===== src/rtl/hazard_forward_ctrl_pkg.sv =====
// Shared types and helpers for the EX operand-forwarding / hazard controller.
// Holds mux-select encodings, FSM state enum, scoreboard slot struct.
package hazard_forward_ctrl_pkg;

    localparam int unsigned DST_W = 5;

    localparam logic [1:0] FWD_REGFILE = 2'b00;
    localparam logic [1:0] FWD_WB      = 2'b01;
    localparam logic [1:0] FWD_MEM     = 2'b10;

    typedef enum logic [1:0] {
        RUN   = 2'd0,
        STALL = 2'd1,
        FLUSH = 2'd2
    } state_e;

    typedef struct packed {
        logic             valid;
        logic [DST_W-1:0] dst;
        logic             reg_write;
        logic             mem_read;
    } sb_slot_t;

    // Slot produces a GPR that the ID source actually reads; $0 never matches.
    function automatic logic slot_hits(
        input sb_slot_t         s,
        input logic [DST_W-1:0] src,
        input logic             used
    );
        return used && s.valid && s.reg_write &&
               (s.dst != '0) && (s.dst == src);
    endfunction

    // Newest producer wins; a load still in EX cannot forward from MEM.
    function automatic logic [1:0] fwd_sel(
        input sb_slot_t         ex,
        input sb_slot_t         mem,
        input logic [DST_W-1:0] src,
        input logic             used
    );
        if (slot_hits(ex, src, used) && !ex.mem_read) return FWD_MEM;
        if (slot_hits(mem, src, used)) return FWD_WB;
        return FWD_REGFILE;
    endfunction

endpackage


===== src/rtl/hazard_scoreboard.sv =====
// In-flight destination tracker: shift register of ID->EX->MEM slots.
// Ports: clk_i, rst_i, hold_i (freeze), bubble_i (NOP into EX), id_slot_i, ex_o, mem_o.
module hazard_scoreboard
    import hazard_forward_ctrl_pkg::*;
(
    input  logic     clk_i,
    input  logic     rst_i,
    input  logic     hold_i,
    input  logic     bubble_i,
    input  sb_slot_t id_slot_i,
    output sb_slot_t ex_o,
    output sb_slot_t mem_o
);

    sb_slot_t ex_q, ex_d;
    sb_slot_t mem_q, mem_d;

    // The WB-stage producer is covered by write-before-read in the
    // register file, so it drops out of the tracker when it leaves MEM.
    always_comb begin
        ex_d  = ex_q;
        mem_d = mem_q;
        if (!hold_i) begin
            mem_d = ex_q;
            ex_d  = bubble_i ? '0 : id_slot_i;
        end
    end

    always_ff @(posedge clk_i) begin
        if (rst_i) begin
            ex_q  <= '0;
            mem_q <= '0;
        end else begin
            ex_q  <= ex_d;
            mem_q <= mem_d;
        end
    end

    assign ex_o  = ex_q;
    assign mem_o = mem_q;

endmodule


===== src/rtl/hazard_forward_ctrl.sv =====
// Forwarding-select, load-use stall and branch-flush controller for EX.
// Ports: ID instruction fields, branch_taken, ext_stall in; mux selects,
//        PC/IF-ID enables, flush/bubble and stall/flush counters out.
module hazard_forward_ctrl
    import hazard_forward_ctrl_pkg::*;
#(
    parameter int unsigned CNT_W = 32
)(
    input  logic             clk,
    input  logic             rst,
    input  logic             id_valid,
    input  logic [DST_W-1:0] id_rs,
    input  logic [DST_W-1:0] id_rt,
    input  logic             id_uses_rs,
    input  logic             id_uses_rt,
    input  logic [DST_W-1:0] id_dst,
    input  logic             id_reg_write,
    input  logic             id_mem_read,
    input  logic             branch_taken,
    input  logic             ext_stall,
    output logic [1:0]       forward_a_sel,
    output logic [1:0]       forward_b_sel,
    output logic             pc_write,
    output logic             ifid_write,
    output logic             ifid_flush,
    output logic             idex_bubble,
    output logic [CNT_W-1:0] stall_cycles,
    output logic [CNT_W-1:0] flush_cycles
);

    localparam logic [CNT_W-1:0] CNT_ONE = CNT_W'(1);

    sb_slot_t   id_slot, ex_slot, mem_slot;
    state_e     state_q, state_d;
    logic [1:0] fwd_a_q, fwd_a_d;
    logic [1:0] fwd_b_q, fwd_b_d;
    logic [CNT_W-1:0] stall_q, stall_d;
    logic [CNT_W-1:0] flush_q, flush_d;
    logic load_use, stall_evt, flush_evt;

    assign id_slot = '{valid:     id_valid,
                       dst:       id_dst,
                       reg_write: id_reg_write,
                       mem_read:  id_mem_read};

    hazard_scoreboard u_sb (
        .clk_i     (clk),
        .rst_i     (rst),
        .hold_i    (ext_stall),
        .bubble_i  (idex_bubble),
        .id_slot_i (id_slot),
        .ex_o      (ex_slot),
        .mem_o     (mem_slot)
    );

    assign load_use = id_valid && ex_slot.mem_read &&
                      (slot_hits(ex_slot, id_rs, id_uses_rs) ||
                       slot_hits(ex_slot, id_rt, id_uses_rt));

    assign flush_evt = !ext_stall && branch_taken;
    assign stall_evt = !ext_stall && !branch_taken && load_use;

    always_comb begin
        pc_write    = 1'b1;
        ifid_write  = 1'b1;
        ifid_flush  = 1'b0;
        idex_bubble = 1'b0;
        if (ext_stall) begin
            pc_write   = 1'b0;
            ifid_write = 1'b0;
        end else if (branch_taken) begin
            ifid_flush  = 1'b1;
            idex_bubble = 1'b1;
        end else if (load_use) begin
            pc_write    = 1'b0;
            ifid_write  = 1'b0;
            idex_bubble = 1'b1;
        end
    end

    always_comb begin
        fwd_a_d = fwd_a_q;
        fwd_b_d = fwd_b_q;
        if (!ext_stall) begin
            if (idex_bubble) begin
                fwd_a_d = FWD_REGFILE;
                fwd_b_d = FWD_REGFILE;
            end else begin
                fwd_a_d = fwd_sel(ex_slot, mem_slot, id_rs,
                                  id_valid && id_uses_rs);
                fwd_b_d = fwd_sel(ex_slot, mem_slot, id_rt,
                                  id_valid && id_uses_rt);
            end
        end
    end

    always_comb begin
        state_d = state_q;
        if (!ext_stall) begin
            unique case (state_q)
                STALL:   state_d = RUN;
                default: begin
                    if (branch_taken)  state_d = FLUSH;
                    else if (load_use) state_d = STALL;
                    else               state_d = RUN;
                end
            endcase
        end
    end

    always_comb begin
        stall_d = stall_q;
        flush_d = flush_q;
        if (stall_evt && stall_q != '1) stall_d = stall_q + CNT_ONE;
        if (flush_evt && flush_q != '1) flush_d = flush_q + CNT_ONE;
    end

    always_ff @(posedge clk) begin
        if (rst) begin
            state_q <= RUN;
            fwd_a_q <= FWD_REGFILE;
            fwd_b_q <= FWD_REGFILE;
            stall_q <= '0;
            flush_q <= '0;
        end else begin
            state_q <= state_d;
            fwd_a_q <= fwd_a_d;
            fwd_b_q <= fwd_b_d;
            stall_q <= stall_d;
            flush_q <= flush_d;
        end
    end

    assign forward_a_sel = fwd_a_q;
    assign forward_b_sel = fwd_b_q;
    assign stall_cycles  = stall_q;
    assign flush_cycles  = flush_q;

endmodule


===== config.mk =====
export PLATFORM = sky130hd
export DESIGN_NAME = hazard_forward_ctrl
export DESIGN_NICKNAME = d
export VERILOG_FILES = /design/src/rtl/hazard_forward_ctrl_pkg.sv /design/src/rtl/hazard_scoreboard.sv /design/src/rtl/hazard_forward_ctrl.sv
export SDC_FILE = /design/constraint.sdc
export NUM_CORES = 1
export LEC_CHECK = 0
export BUFFER_PORTS_ARGS = -buffer_cell sky130_fd_sc_hd__buf_2
export CAP_MARGIN = 20
export CORE_MARGIN = 4
export CORE_UTILIZATION = 58
export CTS_CLUSTER_SIZE = 12
export DETAILED_ROUTE_END_ITERATION = 16
export PLACE_DENSITY = 0.94
export SYNTH_ARGS = -nofsm -noshare
export SYNTH_HDL_FRONTEND = slang
export SYNTH_SLANG_ARGS = --single-unit

===== constraint.sdc =====
create_clock -name clk -period 4 [get_ports clk]
set_input_delay 0.2 -clock clk [delete_from_list [all_inputs] [get_ports clk]]
set_output_delay 0.2 -clock clk [all_outputs]
set_load 0.01 [all_outputs]

# Word-level counts from Yosys, hierarchy flattened

Index checks and enable logic that the tools add are counted.

Register bits: 83
Logic and storage cells: 93

Add/subtract/negate cells: 2
Equal/unequal tests: 6
Muxes and demuxes: 33
Reduce and logical (&&, ||, !) cells: 41

Operators with widths:

| cell                    | number |
|---|---|
| $add A32 B1 Y32 const B | 2 |
| $ne A32 B32 Y1 const B  | 2 |
| $logic_and A1 B1 Y1     | 35 |
| $mux W1                 | 22 |
| $eq A5 B5 Y1            | 4 |
| $mux W2                 | 10 |
| $reduce_bool A5 Y1      | 2 |
| $mux W8                 | 1 |
| $logic_not A1 Y1        | 3 |
| $logic_or A1 B1 Y1      | 1 |

# Depth between registers and ports, before layout

Gate-level depths: netlist of run 1.

Depth in word-level cells: 17
Mapped depth: 10
Depth with buffers taken out: 7

# Cells and area by module

Synthesis of run 1 repeated with hierarchy kept, for this count alone.

Cell total of the unflattened synthesis: 499
Area, all modules: 4231.6 µm²

Modules (own cells, without submodules):

| module              | instances | cells each | area an instance (µm²) | seq. area each (µm²) |
|---|---|---|---|---|
| hazard_forward_ctrl | 1         | 437        | 3626.0                 | 1361.3 |
| hazard_scoreboard   | 1         | 62         | 605.6                  | 320.3 |

# Worst setup path after synthesis of run 1

OpenSTA, ideal clock, no wires.

Path kind: reg-to-reg
Start: reg stall_q[0] (netlist: stall_cycles[0])
End: reg stall_q[20] (netlist: stall_cycles[20])
Setup time: 0.121 ns
Arrival time: 2.280 ns
Data required time: 3.879 ns
Setup slack: 1.599 ns
Cell stages (with the launch flop): 10
Buffers on the path: 2
Period minus slack after synthesis: 2.401 ns
Cell sequence: dfxtp_1 -> ha_1 -> and2_1 -> clkbuf_1 -> nand4_1 -> nor3_1 -> o211ai_1 -> clkbuf_1 -> nor3b_1 -> mux2_2

Longest elaborated chain between the ends: 2
Elaborated cells between the ends (all ways): 3

Ends and longest elaborated chain:

| item                                                    | line                       | source |
|---|---|---|
| start: declaration                                      | hazard_forward_ctrl.sv:37  | `logic [CNT_W-1:0] stall_q, stall_d;` |
| start signal: assignment                                | hazard_forward_ctrl.sv:129 | `stall_q <= stall_d;` |
| branches (longest 2 deep; another with $add A32 B1 Y32) | n/a                        |  |

Parallel ways; which one is timed is not known.
A chain may end at the register's enable or synchronous reset.

# Worst setup path in the final report of run 1

Start: reg stall_q[0] (netlist: stall_cycles[0])
End: reg stall_q[26] (netlist: stall_cycles[26])

Same word-level chain as after synthesis.

==> impl_metrics.json, run 1 <==
{
  "htree_num_levels": 3,
  "regToRegSetupSlack_ps": 1230,
  "irDropWorstVdd_mv": 0.2397,
  "crit_chain": "ha_1 > and2_1 > nand4_1 > nor3_1 > o211ai_1 > or4_1 > a21oi_1",
  "tightestPinTransition_ps": 1026,
  "grt_max_degree": 58,
  "drive_gt1_frac": 0.2123,
  "hold_path_startpoint": "id_reg_write",
  "clock_path_buffers": 2,
  "rsz0062_at_grt": "false",
  "syn_avg_cell_area_um2": 8.457,
  "setup_tns_ps": 0,
  "clock-root-buffer": "clkbuf_8",
  "r2r-start": "stall_cycles[0]",
  "syn_area_um2": 4076,
  "slew_violations": 0,
  "slowest_delay_ps": 640,
  "layout_commonest_cell": "buf_2",
  "fin_ws_ps": 1227,
  "diodes": 0,
  "worst_clock_skew_ps": 12.33,
  "cp_max_fo": 15,
  "crit_type": "register to register",
  "pwr-share-comb": 0.046,
  "dr.pass1.iters": 4,
  "first_global_vias": 3786,
  "grt_pass1_wl_mm": 17.04,
  "ys.flop_type": "dfxtp_1",
  "path_clk_slew_ps": 90,
  "power_density_nw_per_um2": 338.2,
  "wl_mm": 10.03,
  "swShare": 0.2196,
  "ioPinCount": 96,
  "p_leak_uw": 0.001972,
  "clock_latency_ps": 360,
  "grt-ovfl-total": 0,
  "hold_end": "u_sb.ex_o[1]",
  "cpMaxStageDelayCell": "or4_1",
  "crit_family": "simple AND/OR/NAND/NOR gates",
  "cts_made_buffers": 9,
  "fmax_mhz": 360.6,
  "holdWs_ps": 102.4,
  "core_um2": 6794,
  "worstReg2RegEnd": "stall_cycles[26]",
  "power_frac_clock": 0.440,
  "vias": 3941,
  "worst_setup_path_end_kind": "register",
  "yosys_register_bits": 83,
  "drv_cap": 0,
  "cp.required_ps": 4280,
  "power.internal_uw": 1274,
  "drc": 0,
  "cp-start-kind": "register",
  "syn_nets": 508,
  "clkSinkCount": 83,
  "hp-class": "input port to register",
  "r2r.worst_path.cells": 7,
  "final_cell_mix": "buf_2, dfxtp_1, nor2_1",
  "die_x_um": 91.84,
  "p_switching_uw": 358.7,
  "synthArstFlopShare": 0,
  "hold_depth": 3,
  "fin_crit_ps": 2773,
  "numPortBuffers": 95,
  "initial_core_util": 0.6000,
  "arrival_ps": 3050,
  "vias_per_cell": 5.917,
  "synth-seq-area-share": 0.4076,
  "cts_setup_buffers": 0,
  "setup_violations": 0,
  "slew_headroom": 0.3161,
  "period_share": 0.6932,
  "rows": 30,
  "pre_cts_ws_ps": 1201,
  "dp.final_hpwl_mm": 6.965,
  "path_buf_inv": 0,
  "drtIter0Drc": 263,
  "die-area_um2": 8434,
  "synth_cells": 482,
  "ys_types": 42,
  "antenna_found_initial": 0,
  "ctsResizeCount": 0,
  "power_frac_seq": 0.514,
  "report.final.hold_viol_count": 0,
  "gp_congestion": 0.8678,
  "antenna_left": 0,
  "cts_tree": "built",
  "hold_buffers": 0,
  "synth_enable_flop_cells": 0,
  "route.detailed.wl_per_inst_um": 15.05,
  "syn_to_final_growth_pct": 18.48,
  "yosys_warnings": 0,
  "die_h_um": 91.84,
  "track_usage": 0.2407,
  "status": "finished, final reports clean",
  "final_nets": 591
}
worst register-to-register path, stage by stage (launching register included):
cell and delay [ps]:
dfxtp_1 410, ha_1 190, and2_1 280, nand4_1 130
nor3_1 410, o211ai_1 500, or4_1 640, a21oi_1 150
flip-flops by register name, summed over array words and instances (netlist names):
register / cells
u_sb.ex_o: 8
flush_cycles: 32
u_sb.mem_o: 7
stall_cycles: 32
forward_a_sel: 2
forward_b_sel: 2
synthesized netlist by cell type, types with 13 or more instances:
| master | number | area share |
|---|---|---|
| o21ai_0 | 19 | 0.023 |
| nand2_1 | 22 | 0.020 |
| nand4_1 | 21 | 0.032 |
| a21oi_1 | 34 | 0.042 |
| or3_1 | 16 | 0.025 |
| and3_1 | 16 | 0.025 |
| clkbuf_1 | 17 | 0.016 |
| xor2_1 | 38 | 0.082 |
| dfxtp_1 | 83 | 0.41 |
| nor2_1 | 61 | 0.056 |
| nand3_1 | 32 | 0.039 |
| or4_1 | 13 | 0.024 |
cells by family after synthesis:
logic type / after synthesis / synth area share
AO/OA/AOI/OAI: 86 / 0.1314
AND/OR/NAND/NOR: 221 / 0.2919
flip-flops: 83 / 0.4076
XOR/XNOR: 48 / 0.1031
multiplexers: 11 / 0.02762
adder cells (fa/ha/maj): 2 / 0.006138
buffers and inverters: 31 / 0.03223
metal layers:
metal	track usage	vias up	wire length [um]
li1	-	1928	-
met1	0.2928	1876	4334
met2	0.4078	122	4863
met3	0.06153	15	696
met4	0.09158	0	132
met5	0	-	0
worst max-delay path by stage:
| stage | startpoint | cells past startpoint | slack, ps | endpoint |
|---|---|---|---|---|
| global route | stall_cycles[0] | 7 | 950 | stall_cycles[24] |
| floorplan | stall_cycles[0] | 9 | 1600 | stall_cycles[20] |
| detailed placement | stall_cycles[0] | 7 | 1200 | stall_cycles[1] |
| CTS | stall_cycles[0] | 7 | 1170 | stall_cycles[9] |
| global placement | stall_cycles[0] | 7 | 1350 | stall_cycles[1] |
| finish | stall_cycles[0] | 7 | 1230 | stall_cycles[26] |
power groups by stage:
stage               logic, uW  registers, uW  clock network, uW
global route             83.0            840                759
global placement         72.0            857                  0
detailed placement       74.4            858                  0
floorplan                45.5            857                  0
finish                   75.8            839                719
CTS                      75.3            839                726
stage by stage:
step | total power (uW) | utilization | cell area [um^2] | cells
floorplan | 902.4 | - | 4076 | 482
global placement | 929.5 | 0.6733 | 4574 | 649
detailed placement | 932.5 | 0.6733 | 4574 | 649
CTS | 1640 | 0.7087 | 4815 | 665
global route | 1683 | 0.7109 | 4830 | 666
finish | 1633 | 0.7109 | 4830 | 666
final cells by class:
cell class                      count  area [um^2]
Tap cell                           96        120.1
Multi-Input combinational cell    368         2283
Clock inverter                      7        116.4
Timing Repair Buffer               98        505.5
Fill cell                         501         1964
Inverter                            5        18.77
Clock buffer                        9        123.9
Sequential cell                    83         1662
Note: power is estimated with default switching activity, not from simulation.
==> run 2, diff against run 1 <==
--- a/config.mk
+++ b/config.mk
@@ -5,13 +5,14 @@
 export SDC_FILE = /design/constraint.sdc
 export NUM_CORES = 1
 export LEC_CHECK = 0
+export ABC_AREA = 1
 export BUFFER_PORTS_ARGS = -buffer_cell sky130_fd_sc_hd__buf_2
 export CAP_MARGIN = 20
 export CORE_MARGIN = 4
-export CORE_UTILIZATION = 58
+export CORE_UTILIZATION = 51
 export CTS_CLUSTER_SIZE = 12
 export DETAILED_ROUTE_END_ITERATION = 16
-export PLACE_DENSITY = 0.94
+export PLACE_DENSITY = 0.86
 export SYNTH_ARGS = -nofsm -noshare
 export SYNTH_HDL_FRONTEND = slang
 export SYNTH_SLANG_ARGS = --single-unit
==> constraint.sdc (replaced) <==
create_clock -name clk -period 2.2 [get_ports clk]
set_input_delay 0.11 -clock clk [delete_from_list [all_inputs] [get_ports clk]]
set_output_delay 0.11 -clock clk [all_outputs]
set_load 0.01 [all_outputs]
==> run 2 against run 1 <==
Final area is 22% higher. Critical path depth grew 3. Sequential power increased by 84%. Hold slack lost 84 ps. Register-to-register slack worse by 1100 ps. Flip-flop and latch count unchanged. Setup slack lost 1100 ps. Synthesized cell count is 64% higher. Global-route usage fell by 0.54 points.
==> impl_metrics.json, run 2 <==
{
  "synth-seq-area-share": 0.3283,
  "yosys_register_bits": 83,
  "track_usage": 0.2352,
  "synth-xor-area-share": 0.08999,
  "drive_gt1_frac": 0.1751,
  "p_leak_uw": 0.002349,
  "ys_types": 33,
  "cp-start-kind": "register",
  "slowest_delay_ps": 410,
  "fillers": 945,
  "antenna_found_initial": 0,
  "synth_top_family_by_area": "simple AND/OR/NAND/NOR gates",
  "syn_nets": 816,
  "period_share": 0.9262,
  "syn_avg_cell_area_um2": 6.406,
  "cts_made_buffers": 9,
  "htree_num_levels": 3,
  "yosys_warnings": 0,
  "hold_depth": 3,
  "synth_enable_flop_cells": 0,
  "die_x_um": 107.6,
  "clock_latency_ps": 360,
  "drv_cap": 0,
  "slew_headroom": 0.5947,
  "slew_violations": 0,
  "diodes": 0,
  "layout_commonest_cell": "nand2_1",
  "synthTopCellsByArea": "dfxtp_1, nand2_1, nor2_1",
  "vias": 5337,
  "crit_top_cell": "nor2_4",
  "grt_pass1_wl_mm": 22.31,
  "arrival_ps": 2270,
  "numPortBuffers": 95,
  "worst_clock_skew_ps": 17.16,
  "ctsResizeCount": 0,
  "power_density_nw_per_um2": 512.4,
  "final_nets": 912,
  "initial_core_util": 0.5202,
  "core_um2": 9729,
  "clock-root-buffer": "clkbuf_8",
  "yosys.cell_count.top_type": "nand2_1",
  "grt_max_degree": 42,
  "drtIter0Drc": 325,
  "setup_tns_ps": 0,
  "cts_setup_buffers": 0,
  "cp_max_fo": 16,
  "irDropWorstVdd_mv": 0.3208,
  "path_clk_slew_ps": 90,
  "fmax_mhz": 490.8,
  "route.detailed.wl_per_inst_um": 13.55,
  "cts_tree": "built",
  "first_global_vias": 4930,
  "gp_congestion": 0.9592,
  "netlist_top_cells_count": "nand2_1, nor2_1, dfxtp_1",
  "vias_per_cell": 5.212,
  "syn_area_um2": 5061,
  "clock_path_buffers": 2,
  "path_buf_inv": 1,
  "cpMaxStageDelayCell": "dfxtp_1",
  "drc": 0,
  "grt-ovfl-total": 0,
  "report.final.hold_viol_count": 0,
  "die_h_um": 107.6,
  "hold_buffers": 0,
  "rsz0062_at_grt": "false",
  "yosysTopAreaCell": "dfxtp_1",
  "ys.flop_type": "dfxtp_1",
  "antenna_left": 0,
  "status": "finished, final reports clean",
  "dp.final_hpwl_mm": 9.887,
  "die-area_um2": 11580,
  "crit_family": "simple AND/OR/NAND/NOR gates",
  "synth_cells": 790,
  "synth_compound_area_frac": 0.1004,
  "cp.required_ps": 2430,
  "syn_to_final_growth_pct": 16.74,
  "holdWs_ps": 18.14,
  "clkSinkCount": 83,
  "ioPinCount": 96,
  "muxShareOfSynthArea": 0,
  "synthSimpleGateAreaFrac": 0.3938,
  "synthDominantCellAreaShare": 0.3283,
  "fin_crit_ps": 2038,
  "rows": 36,
  "dr.pass1.iters": 5,
  "crit_cells": 10,
  "wl_mm": 13.87,
  "worst_setup_path_end_kind": "register",
  "tightestPinTransition_ps": 607.2,
  "synthArstFlopShare": 0,
  "r2r.worst_path.cells": 10,
  "hp-class": "input port to register",
  "synthAdderAreaFrac": 0.004944,
  "crit_chain": "ha_1 > nand3_2 > nor2_4 > nand3_2 > nor2_4 > nand2_2 > inv_1 > nor2_4 > nand2_1 > a21oi_1",
  "crit_type": "register to register",
  "power.total_uw": 3027,
  "setup_violations": 0,
  "final_cell_mix": "nand2_1, nor2_1, buf_2"
}
[run 2: cell count changes after synthesis, moves of 13 or more]
cell | before | now
inv_1 | 5 | 63
xnor2_1 | 10 | 24
and3_1 | 16 | 1
nand2_1 | 22 | 264
nor2_1 | 61 | 111
or4_1 | 13 | 0
or3_1 | 16 | 0
a21oi_1 | 34 | 62
nor3_1 | 7 | 27
[run 2: path summary, 6_finish.rpt]
path / slack (ps) / from / to
worst max register to register: 160 / stall_cycles[1] / stall_cycles[14]
worst min register to register: 480 / forward_b_sel[0] / forward_b_sel[0]
worst min-delay path: 20 / id_dst[0] / u_sb.ex_o[2]
worst max-delay path: 160 / stall_cycles[1] / stall_cycles[14]
[run 2: cell type report]
class / count / area (um^2) / area share
Timing Repair Buffer: 108 / 573.1 / 0.09699
Multi-Input combinational cell: 618 / 3022 / 0.5114
Clock buffer: 10 / 137.6 / 0.02330
Sequential cell: 83 / 1663 / 0.2814
Tap cell: 133 / 166.4 / 0.02817
Inverter: 66 / 250.2 / 0.04235
Clock inverter: 6 / 96.34 / 0.01631
[run 2: cell families after synthesis]
logic type	after synthesis
AND/OR/NAND/NOR	469
AO/OA/AOI/OAI	93
buffers and inverters	91
flip-flops	83
XOR/XNOR	52
adder cells (fa/ha/maj)	2
[run 2: routing by layer]
metal,GRT usage,routed length (um),vias up,part of all wire
met5,0,0,-,0
met4,0.06943,278,0,0.020
met3,0.04319,989,25,0.071
met2,0.4050,6636,209,0.48
met1,0.2988,5969,2392,0.43
li1,-,-,2711,-
[run 2: power breakdown]
| part | total, uW | internal (uW) | switching, uW | leakage (uW) |
|---|---|---|---|---|
| sequential | 1540 | 1520 | 17.5 | 0.000672 |
| combinational | 203 | 71.4 | 132 | 0.00156 |
| clock | 1290 | 685 | 603 | 0.000115 |
[run 2: per-stage QoR]
| stage | setup WS (ps) | std cells | util | area [um^2] |
|---|---|---|---|---|
| after CTS | 90.80 | 1022 | 0.6030 | 5867 |
| after floorplan | 341.8 | 790 | - | 5061 |
| final | 162.4 | 1024 | 0.6073 | 5908 |
| after global routing | 3.733 | 1024 | 0.6073 | 5908 |
| after detailed placement | 120.0 | 1006 | 0.5790 | 5633 |
| after global placement | 170.7 | 1006 | 0.5790 | 5633 |
[run 2: worst register-to-register path, stage by stage (launching register included)]
cell and delay, ps:
dfxtp_1 410, ha_1 220, nand3_2 180, nor2_4 190
nand3_2 140, nor2_4 130, nand2_2 120, inv_1 210
nor2_4 140, nand2_1 110, a21oi_1 60
==> run 3, diff against run 2 <==
--- a/config.mk
+++ b/config.mk
@@ -9,10 +9,11 @@
 export BUFFER_PORTS_ARGS = -buffer_cell sky130_fd_sc_hd__buf_2
 export CAP_MARGIN = 20
 export CORE_MARGIN = 4
-export CORE_UTILIZATION = 51
+export CORE_UTILIZATION = 30
 export CTS_CLUSTER_SIZE = 12
 export DETAILED_ROUTE_END_ITERATION = 16
-export PLACE_DENSITY = 0.86
+export PLACE_DENSITY = 0.59
 export SYNTH_ARGS = -nofsm -noshare
 export SYNTH_HDL_FRONTEND = slang
+export SYNTH_HIERARCHICAL = 1
 export SYNTH_SLANG_ARGS = --single-unit
==> run 3 against run 2 <==
Critical path depth decreased by 2. First-iteration DRC count shrank 18%. Hold slack improved by 6.3 ps. Flip-flop and latch count did not move. Combinational power about the same. Sequential power about the same. Clock-buffer cell count unchanged. Clock skew fell by 9.9 ps. Global-route usage decreased by 7.7 points. Setup slack gained 15 ps. Final area up 3.6%. Final cell count up 7.0%. Highest routed layer unchanged.
==> impl_metrics.json, run 3 <==
{
  "status": "finished, final reports clean",
  "drtIter0Drc": 268,
  "power.total_uw": 3264,
  "period_share": 0.9194,
  "clkSinkCount": 83,
  "path_clk_slew_ps": 60,
  "ioPinCount": 96,
  "crit_type": "register to output port",
  "route.detailed.wl_per_inst_um": 13.49,
  "pwr-share-comb": 0.062,
  "cts_tree": "built",
  "die_x_um": 137.8,
  "syn_nets": 790,
  "cts_made_buffers": 9,
  "pre_cts_ws_ps": 139.8,
  "clock_path_buffers": 2,
  "worst_clock_skew_ps": 7.232,
  "power_frac_seq": 0.470,
  "arrival_ps": 1910,
  "numPortBuffers": 95,
  "crit_family": "simple AND/OR/NAND/NOR gates",
  "clock-root-buffer": "clkbuf_16",
  "slew_headroom": 0.5834,
  "fmax_mhz": 494.4,
  "syn_avg_cell_area_um2": 6.616,
  "initial_core_util": 0.3059,
  "slowest_delay_ps": 450,
  "rows": 47,
  "track_usage": 0.1583,
  "path_buf_inv": 1,
  "grt-ovfl-total": 0,
  "antenna_found_initial": 0,
  "yosys_warnings": 6,
  "hp-class": "input port to register",
  "cp.required_ps": 2090,
  "cp-start-kind": "register",
  "swShare": 0.2431,
  "tightestPinTransition_ps": 624.9,
  "die_h_um": 137.8,
  "crit_chain": "xnor2_1 > nand2_1 > nor2_1 > nand2_1 > nand2_2 > nand3b_1 > nand2_2 > buf_2",
  "antenna_left": 0,
  "power.internal_uw": 2470,
  "drc": 0,
  "slew_violations": 0,
  "wl_mm": 14.78,
  "report.final.hold_viol_count": 0,
  "worst_setup_path_end_kind": "output port",
  "power_frac_clock": 0.468,
  "drv_cap": 0,
  "fin_ws_ps": 177.3,
  "vias_per_cell": 4.643,
  "synth_cells": 764,
  "diodes": 0,
  "syn_area_um2": 5055,
  "fillers": 1821,
  "gp_congestion": 0.9049,
  "htree_num_levels": 3,
  "dp.final_hpwl_mm": 11.10,
  "setup_tns_ps": 0,
  "irDropWorstVdd_mv": 0.4373,
  "fin_crit_ps": 2023,
  "syn_to_final_growth_pct": 21.14,
  "cp_max_fo": 5,
  "setup_violations": 0,
  "final_nets": 897,
  "first_global_vias": 4817,
  "die-area_um2": 18990,
  "grt_max_degree": 52,
  "vias": 5089,
  "grt_pass1_wl_mm": 23.99,
  "drive_gt1_frac": 0.2100,
  "rsz0062_at_grt": "false",
  "p_switching_uw": 793.5,
  "p_leak_uw": 0.002405,
  "final_cell_mix": "nand2_1, nor2_1, buf_2",
  "core_um2": 16520,
  "clock_latency_ps": 350,
  "power_density_nw_per_um2": 533.0,
  "dr.pass1.iters": 5,
  "layout_commonest_cell": "nand2_1",
  "cpMaxStageDelayCell": "dfxtp_1",
  "fin_util": 0.3706
}
run 3: worst reg2reg max path: cells and delay by family (launching register included):
family / cells / cell delay (ps)
flip-flops: 1 / 430
AND/OR/NAND/NOR: 9 / 1240
buffers and inverters: 1 / 220
run 3: power groups by stage:
stage | Clock (uW) | Sequential [uW] | Combinational, uW
floorplan | 0 | 1560 | 138
global placement | 0 | 1570 | 201
detailed placement | 0 | 1570 | 200
CTS | 1590 | 1530 | 202
global route | 1640 | 1530 | 224
finish | 1530 | 1530 | 201
run 3: path summary, 6_finish.rpt:
check	start	endpoint	slack, ps	cells past startpoint
worst max-delay path	u_sb/ex_o[2]	idex_bubble	180	8
worst min-delay path	id_reg_write	u_sb/ex_o[1]	20	3
worst max register to register	flush_cycles[24]	flush_cycles[22]	190	10
worst min register to register	u_sb/mem_o[3]	u_sb/mem_o[3]	470	2
run 3: final cells by class:
cell class,instances,area [um^2],area share
clock buffers,10,229.0,0.03739
clock inverters,6,65.06,0.01063
inverters,55,206.4,0.03371
multi-input cells,603,3015,0.4924
flip-flops and latches,83,1662,0.2714
well taps,220,275.3,0.04495
repair buffers,119,670.6,0.1095
run 3: timing repair:
action                     4_1_cts  5_1_grt
buffers inserted                 0        1
hold buffers                     1        0
resized for setup                0        2
setup endpoints to repair        0       33
hold endpoints to repair         1        0
run 3: metrics by stage:
step	hold WS, ps	instances	cell area [um^2]
finish	24.42	1096	6123
global route	21.11	1096	6123
CTS	7.622	1094	6090
detailed placement	376.6	1077	5786
global placement	372.5	1077	5786
floorplan	252.8	764	5055
run 3: routing by layer:
metal  global-route usage  share of wire  vias to the layer above
li1                     -              -                     2661
met1               0.2000           0.46                     2297
met2               0.2641           0.48                      111
met3              0.04200          0.048                       20
met4              0.04720          0.018                        0
met5                    0              0                        -
